===== src/rtl/cpu_multicycle_ctrl.sv =====
// cpu_multicycle_ctrl: FETCH/DECODE/EXEC/MEM/WB control FSM with shared-memory req/ack handshake
module cpu_multicycle_ctrl #(
  parameter int OPW  = 6,
  parameter int FW   = 6,
  parameter int CNTW = 32
) (
  input  logic            clock,
  input  logic            reset,
  input  logic            run,
  input  logic [OPW-1:0]  opcode,
  input  logic [FW-1:0]   funct,
  input  logic            zero,
  input  logic            mem_ack,
  output logic            mem_req,
  output logic            mem_sel_data,
  output logic            mem_we,
  output logic            ir_we,
  output logic            pc_we,
  output logic [1:0]      pc_src,
  output logic            alu_src_imm,
  output logic [3:0]      alu_op,
  output logic            rf_we,
  output logic            rf_dst_rd,
  output logic            rf_src_mem,
  output logic [2:0]      state,
  output logic            halted,
  output logic            illegal,
  output logic [CNTW-1:0] instr_count
);
  typedef enum logic [2:0] {IDLE, FETCH, DECODE, EXEC, MEM, WB, HALT} state_t;
  state_t cur, nxt, ret;
  logic op_r, op_lw, op_sw, op_addi, op_beq, op_bne, op_j, op_halt, legal, set_illegal, taken;
  logic [3:0] r_alu;
  always_comb begin
    op_r    = opcode == OPW'('h00);
    op_lw   = opcode == OPW'('h23);
    op_sw   = opcode == OPW'('h2B);
    op_addi = opcode == OPW'('h08);
    op_beq  = opcode == OPW'('h04);
    op_bne  = opcode == OPW'('h05);
    op_j    = opcode == OPW'('h02);
    op_halt = opcode == OPW'('h3F);
    r_alu   = funct == FW'('h20) ? 4'd0 : funct == FW'('h22) ? 4'd1 : funct == FW'('h24) ? 4'd2 :
              funct == FW'('h25) ? 4'd3 : funct == FW'('h2A) ? 4'd4 : funct == FW'('h00) ? 4'd5 :
              funct == FW'('h02) ? 4'd6 : 4'd15;
    legal   = (op_r && r_alu != 4'd15) || op_lw || op_sw || op_addi || op_beq || op_bne || op_j || op_halt;
    taken   = zero ^ op_bne;
    ret     = run ? FETCH : IDLE;
  end
  always_comb begin
    nxt          = cur;
    mem_req      = 1'b0;
    mem_sel_data = 1'b0;
    mem_we       = 1'b0;
    ir_we        = 1'b0;
    pc_we        = 1'b0;
    pc_src       = 2'd0;
    alu_src_imm  = 1'b0;
    alu_op       = 4'd0;
    rf_we        = 1'b0;
    rf_dst_rd    = 1'b0;
    rf_src_mem   = 1'b0;
    set_illegal  = 1'b0;
    case (cur)
      IDLE:   nxt = ret;
      FETCH: begin
        mem_req = 1'b1;
        ir_we   = mem_ack;
        pc_we   = mem_ack;
        nxt     = mem_ack ? DECODE : FETCH;
      end
      DECODE: begin
        set_illegal = !legal;
        pc_we       = legal && op_j;
        pc_src      = (legal && op_j) ? 2'd2 : 2'd0;
        nxt         = (op_halt || !legal) ? HALT : op_j ? ret : EXEC;
      end
      EXEC: begin
        alu_src_imm = op_lw || op_sw || op_addi;
        alu_op      = alu_src_imm ? 4'd0 : (op_beq || op_bne) ? 4'd1 : r_alu;
        pc_we       = (op_beq || op_bne) && taken;
        pc_src      = ((op_beq || op_bne) && taken) ? 2'd1 : 2'd0;
        nxt         = (op_beq || op_bne) ? ret : (op_lw || op_sw) ? MEM : WB;
      end
      MEM: begin
        mem_req      = 1'b1;
        mem_sel_data = 1'b1;
        mem_we       = op_sw;
        nxt          = !mem_ack ? MEM : op_sw ? ret : WB;
      end
      WB: begin
        rf_we      = 1'b1;
        rf_dst_rd  = op_r;
        rf_src_mem = op_lw;
        nxt        = ret;
      end
      HALT:    nxt = HALT;
      default: nxt = IDLE;
    endcase
  end
  always_ff @(posedge clock) begin
    if (reset) begin
      cur         <= IDLE;
      illegal     <= 1'b0;
      instr_count <= '0;
    end else begin
      cur         <= nxt;
      illegal     <= illegal | set_illegal;
      instr_count <= instr_count + CNTW'(ir_we);
    end
  end
  assign state  = cur;
  assign halted = cur == HALT;
endmodule


===== config.mk =====
export PLATFORM = sky130hd
export DESIGN_NAME = cpu_multicycle_ctrl
export DESIGN_NICKNAME = d
export VERILOG_FILES = /design/src/rtl/cpu_multicycle_ctrl.sv
export SDC_FILE = /design/constraint.sdc
export NUM_CORES = 1
export LEC_CHECK = 0
export ABC_AREA = 1
export CAP_MARGIN = 25
export CORE_ASPECT_RATIO = 0.9
export CORE_MARGIN = 2
export CORE_UTILIZATION = 51
export DETAILED_ROUTE_END_ITERATION = 7
export PLACE_DENSITY = 0.94
export SLEW_MARGIN = 20
export SYNTH_ARGS = -nofsm -noshare
export SYNTH_HDL_FRONTEND = slang
export SYNTH_SLANG_ARGS = --single-unit

===== constraint.sdc =====
create_clock -name clock -period 4.19 [get_ports clock]
set_input_delay 0.6285 -clock clock [delete_from_list [all_inputs] [get_ports clock]]
set_output_delay 0.6285 -clock clock [all_outputs]
set_load 0.005 [all_outputs]

==> results.json <==
{
  "cts_resized": 0,
  "path_class": "input pin to output pin",
  "crit_path_end": "pc_we",
  "max_clock_freq_mhz": 321,
  "rsz0062_at_grt": "no",
  "postCtsSetupBuffers": 0,
  "ys_seq_area_share_pct": 32.2,
  "finalSetupTns_ns": 0,
  "cts_max_level": 2,
  "path_cells": "clkdlybuf4s50_1, nor3_1, nand2_1, inv_1, nand3_1, o221ai_1, clkdlybuf4s50_1",
  "ant_nets": 0,
  "grt-ovfl-total": 0,
  "viasPerCell": 5.33,
  "timing.max_cap.violations": 0,
  "worst_pin_slew_ns": 0.409,
  "clk-insertion-delay-late_ns": 0.30,
  "first_iter_violations": 280,
  "r2r_end": "instr_count[30]",
  "crit_start": "opcode[1]",
  "crit_top_cell": "clkdlybuf4s50_1",
  "die_h_um": 66.9,
  "drive_gt1_share_pct": 5.43,
  "cts-hold-fix-buffers": 0,
  "start_kind": "input pin",
  "vias": 2677,
  "cts.sinks": 36,
  "cts_tree": "done",
  "setup_slack_ns": 1.07,
  "period_minus_slack_ns": 3.12,
  "cp_max_fo": 4,
  "fp.coreArea_um2": 4160,
  "clk_path_buf_depth": 2,
  "netlist_area_um2": 2240,
  "slew_violations": 0,
  "synth_warnings": 0,
  "synth_top_area_share_pct": 32.2,
  "synth_top_area_cell": "dfxtp_1",
  "fin_util_pct": 74.2,
  "antenna_found_initial": 0,
  "clk_pin_slew_ns": 0.07,
  "cts_made_buffers": 5,
  "pre_cts_ws_ns": 1.13,
  "synth.distinct_cells": 31,
  "wl_met3_um": 433,
  "synthesis.nets": 387,
  "syn_to_final_growth_pct": 37.7,
  "gp_congestion": 0.941,
  "p_total_uw": 705,
  "met2_wirelength_um": 2940,
  "chipWidth_um": 73.9,
  "io_buffers": 68,
  "grt_use_total_pct": 27.9,
  "crit_path_top_delay_cell": "clkdlybuf4s50_1",
  "grt_max_degree": 22,
  "holdPathStages": 2,
  "leakage_uw": 0.00116,
  "grt_pass1_wl_um": 10600,
  "cp.required_ns": 3.56,
  "first_pass_iters": 6,
  "p_per_area_nw_per_um2": 229,
  "ff2ff_setup_slack_ns": 1.70,
  "place.detailed.hpwl_um": 5230,
  "drc": 0,
  "wl_um": 6550,
  "r2r-start": "state[2]",
  "cp-end-kind": "output pin",
  "timing.final.crit_share_pct": 74.4,
  "worstRegToRegCells": 12,
  "start_util_pct": 53.9,
  "critical_path_arrival_ns": 2.49,
  "relSlewSlack_pct": 72.6,
  "io_pins": 69,
  "setup_viol": 0,
  "postSynthCellCount": 368,
  "fin_nets": 460,
  "ys_ff_latch": 36,
  "ir_drop_v": 0.000232,
  "outcome": "finished, final reports clean",
  "cpPeakStageDelay_ns": 0.53,
  "skew_ns": 0.00512,
  "worst-path-stages": 7,
  "routedWlPerCell_um": 13.0,
  "routed.top_layer": "met4",
  "grt_pass1_vias": 2439,
  "synth_area_leaders": "dfxtp_1, nand2_1, nor2_1, inv_1, nand3_1",
  "syn_avg_cell_area_um2": 6.09,
  "cp_top_family": "buffers and inverters",
  "fp-row-count": 22,
  "hold_class": "flip-flop to flip-flop",
  "finalHoldViolCount": 0,
  "worst-path-buf-inv": 3,
  "route.layer.met1.wl_um": 3020,
  "antenna_cells": 0,
  "dieArea_um2": 4940,
  "cts.root.buffer_cell": "clkbuf_8"
}
-- metrics by stage --
| step | instances | area [um^2] | hold slack, ns |
|---|---|---|---|
| 2_1_floorplan | 368 | 2240 | 0.447 |
| 3_3_place_gp | 494 | 2990 | 0.437 |
| 3_5_place_dp | 494 | 2990 | 0.472 |
| 4_1_cts | 502 | 3090 | 0.484 |
| 5_1_grt | 502 | 3090 | 0.498 |
| 6_report | 502 | 3090 | 0.483 |
-- cell usage after synthesis (all sizes together) --
| master | n |
|---|---|
| or3 | 1 |
| inv | 49 |
| nor3b | 1 |
| nand3 | 31 |
| or2 | 11 |
| xor2 | 2 |
| nand2 | 93 |
| o221ai | 1 |
| o21a | 1 |
| xnor2 | 4 |
| nor2 | 68 |
| a211oi | 1 |
| nand4 | 4 |
| nor3 | 18 |
| dfxtp | 36 |
| clkbuf | 3 |
| o22ai | 1 |
| nor4 | 1 |
| ha | 2 |
| nand3b | 3 |
| a31oi | 1 |
| o21ai | 7 |
| a41oi | 1 |
| a21oi | 28 |
-- worst min path at each step --
| stage | from | to | slack [ns] |
|---|---|---|---|
| after floorplan | illegal | illegal | 0.45 |
| after global placement | illegal | illegal | 0.44 |
| after detailed placement | instr_count[31] | instr_count[31] | 0.47 |
| after CTS | instr_count[31] | instr_count[31] | 0.48 |
| after global routing | illegal | illegal | 0.50 |
| final | instr_count[31] | instr_count[31] | 0.48 |
-- where the power goes --
| group | leakage, uW | switching [uW] | internal, uW |
|---|---|---|---|
| sequential | 0.000290 | 5.06 | 347 |
| combinational | 0.000816 | 49.1 | 47.0 |
| clock | 0.0000510 | 126 | 131 |
| total | 0.00116 | 180 | 525 |
-- final cells by class --
class	instances	area, um^2
inverters	49	184
clock buffers	6	82.6
well taps	60	75.1
clock inverters	2	10.0
multi-input cells	280	1330
repair buffers	69	688
flip-flops and latches	36	721
fillers	356	1070
-- placed cells by master (no fill, tap or decap), types with 2 or more instances in the layout --
master | synthesis | layout
nand3_1 | 29 | 29
xnor2_1 | 4 | 4
or2_2 | 4 | 4
clkdlybuf4s50_1 | 0 | 68
nand3_2 | 2 | 2
inv_1 | 47 | 47
xor2_1 | 2 | 2
or2_0 | 7 | 7
inv_2 | 2 | 2
nand3b_1 | 3 | 3
clkinv_2 | 0 | 2
nor2_1 | 66 | 66
a21oi_1 | 28 | 28
nand2_2 | 2 | 2
clkbuf_8 | 0 | 6
o21ai_0 | 7 | 7
nand2_1 | 91 | 91
dfxtp_1 | 36 | 36
nor2_2 | 2 | 2
nor3_1 | 16 | 16
ha_1 | 2 | 2
nand4_1 | 4 | 4
-- flip-flops by register name, summed over array words and instances, names as in the netlist --
signal,cells
instr_count,32
state,3
illegal,1
-- logic make-up (layout without fill, tap and decap cells) --
logic type                 after synthesis  count (layout)  share of synthesized area (%)
and+or+nand+nor                        231             231                           45.8
buffers and inverters                   52             126                           8.71
AOI/OAI and AO/OA                       41              41                           9.83
DFF                                     36              36                           32.2
xor gates and xnor gates                 6               6                           2.35
adders and majority gates                2               2                           1.12
-- worst min-delay path, stage by stage, from the launching register on --
cell and delay, ns:
dfxtp_1 0.32, nand2_1 0.06, a21oi_1 0.05
-- routing by layer --
layer,up-vias,GRT usage (%)
met5,-,0
met4,0,11.4
met3,28,5.45
met2,124,43.5
met1,1199,37.5
li1,1326,-
No activity file was read; power rests on OpenSTA's default activity.
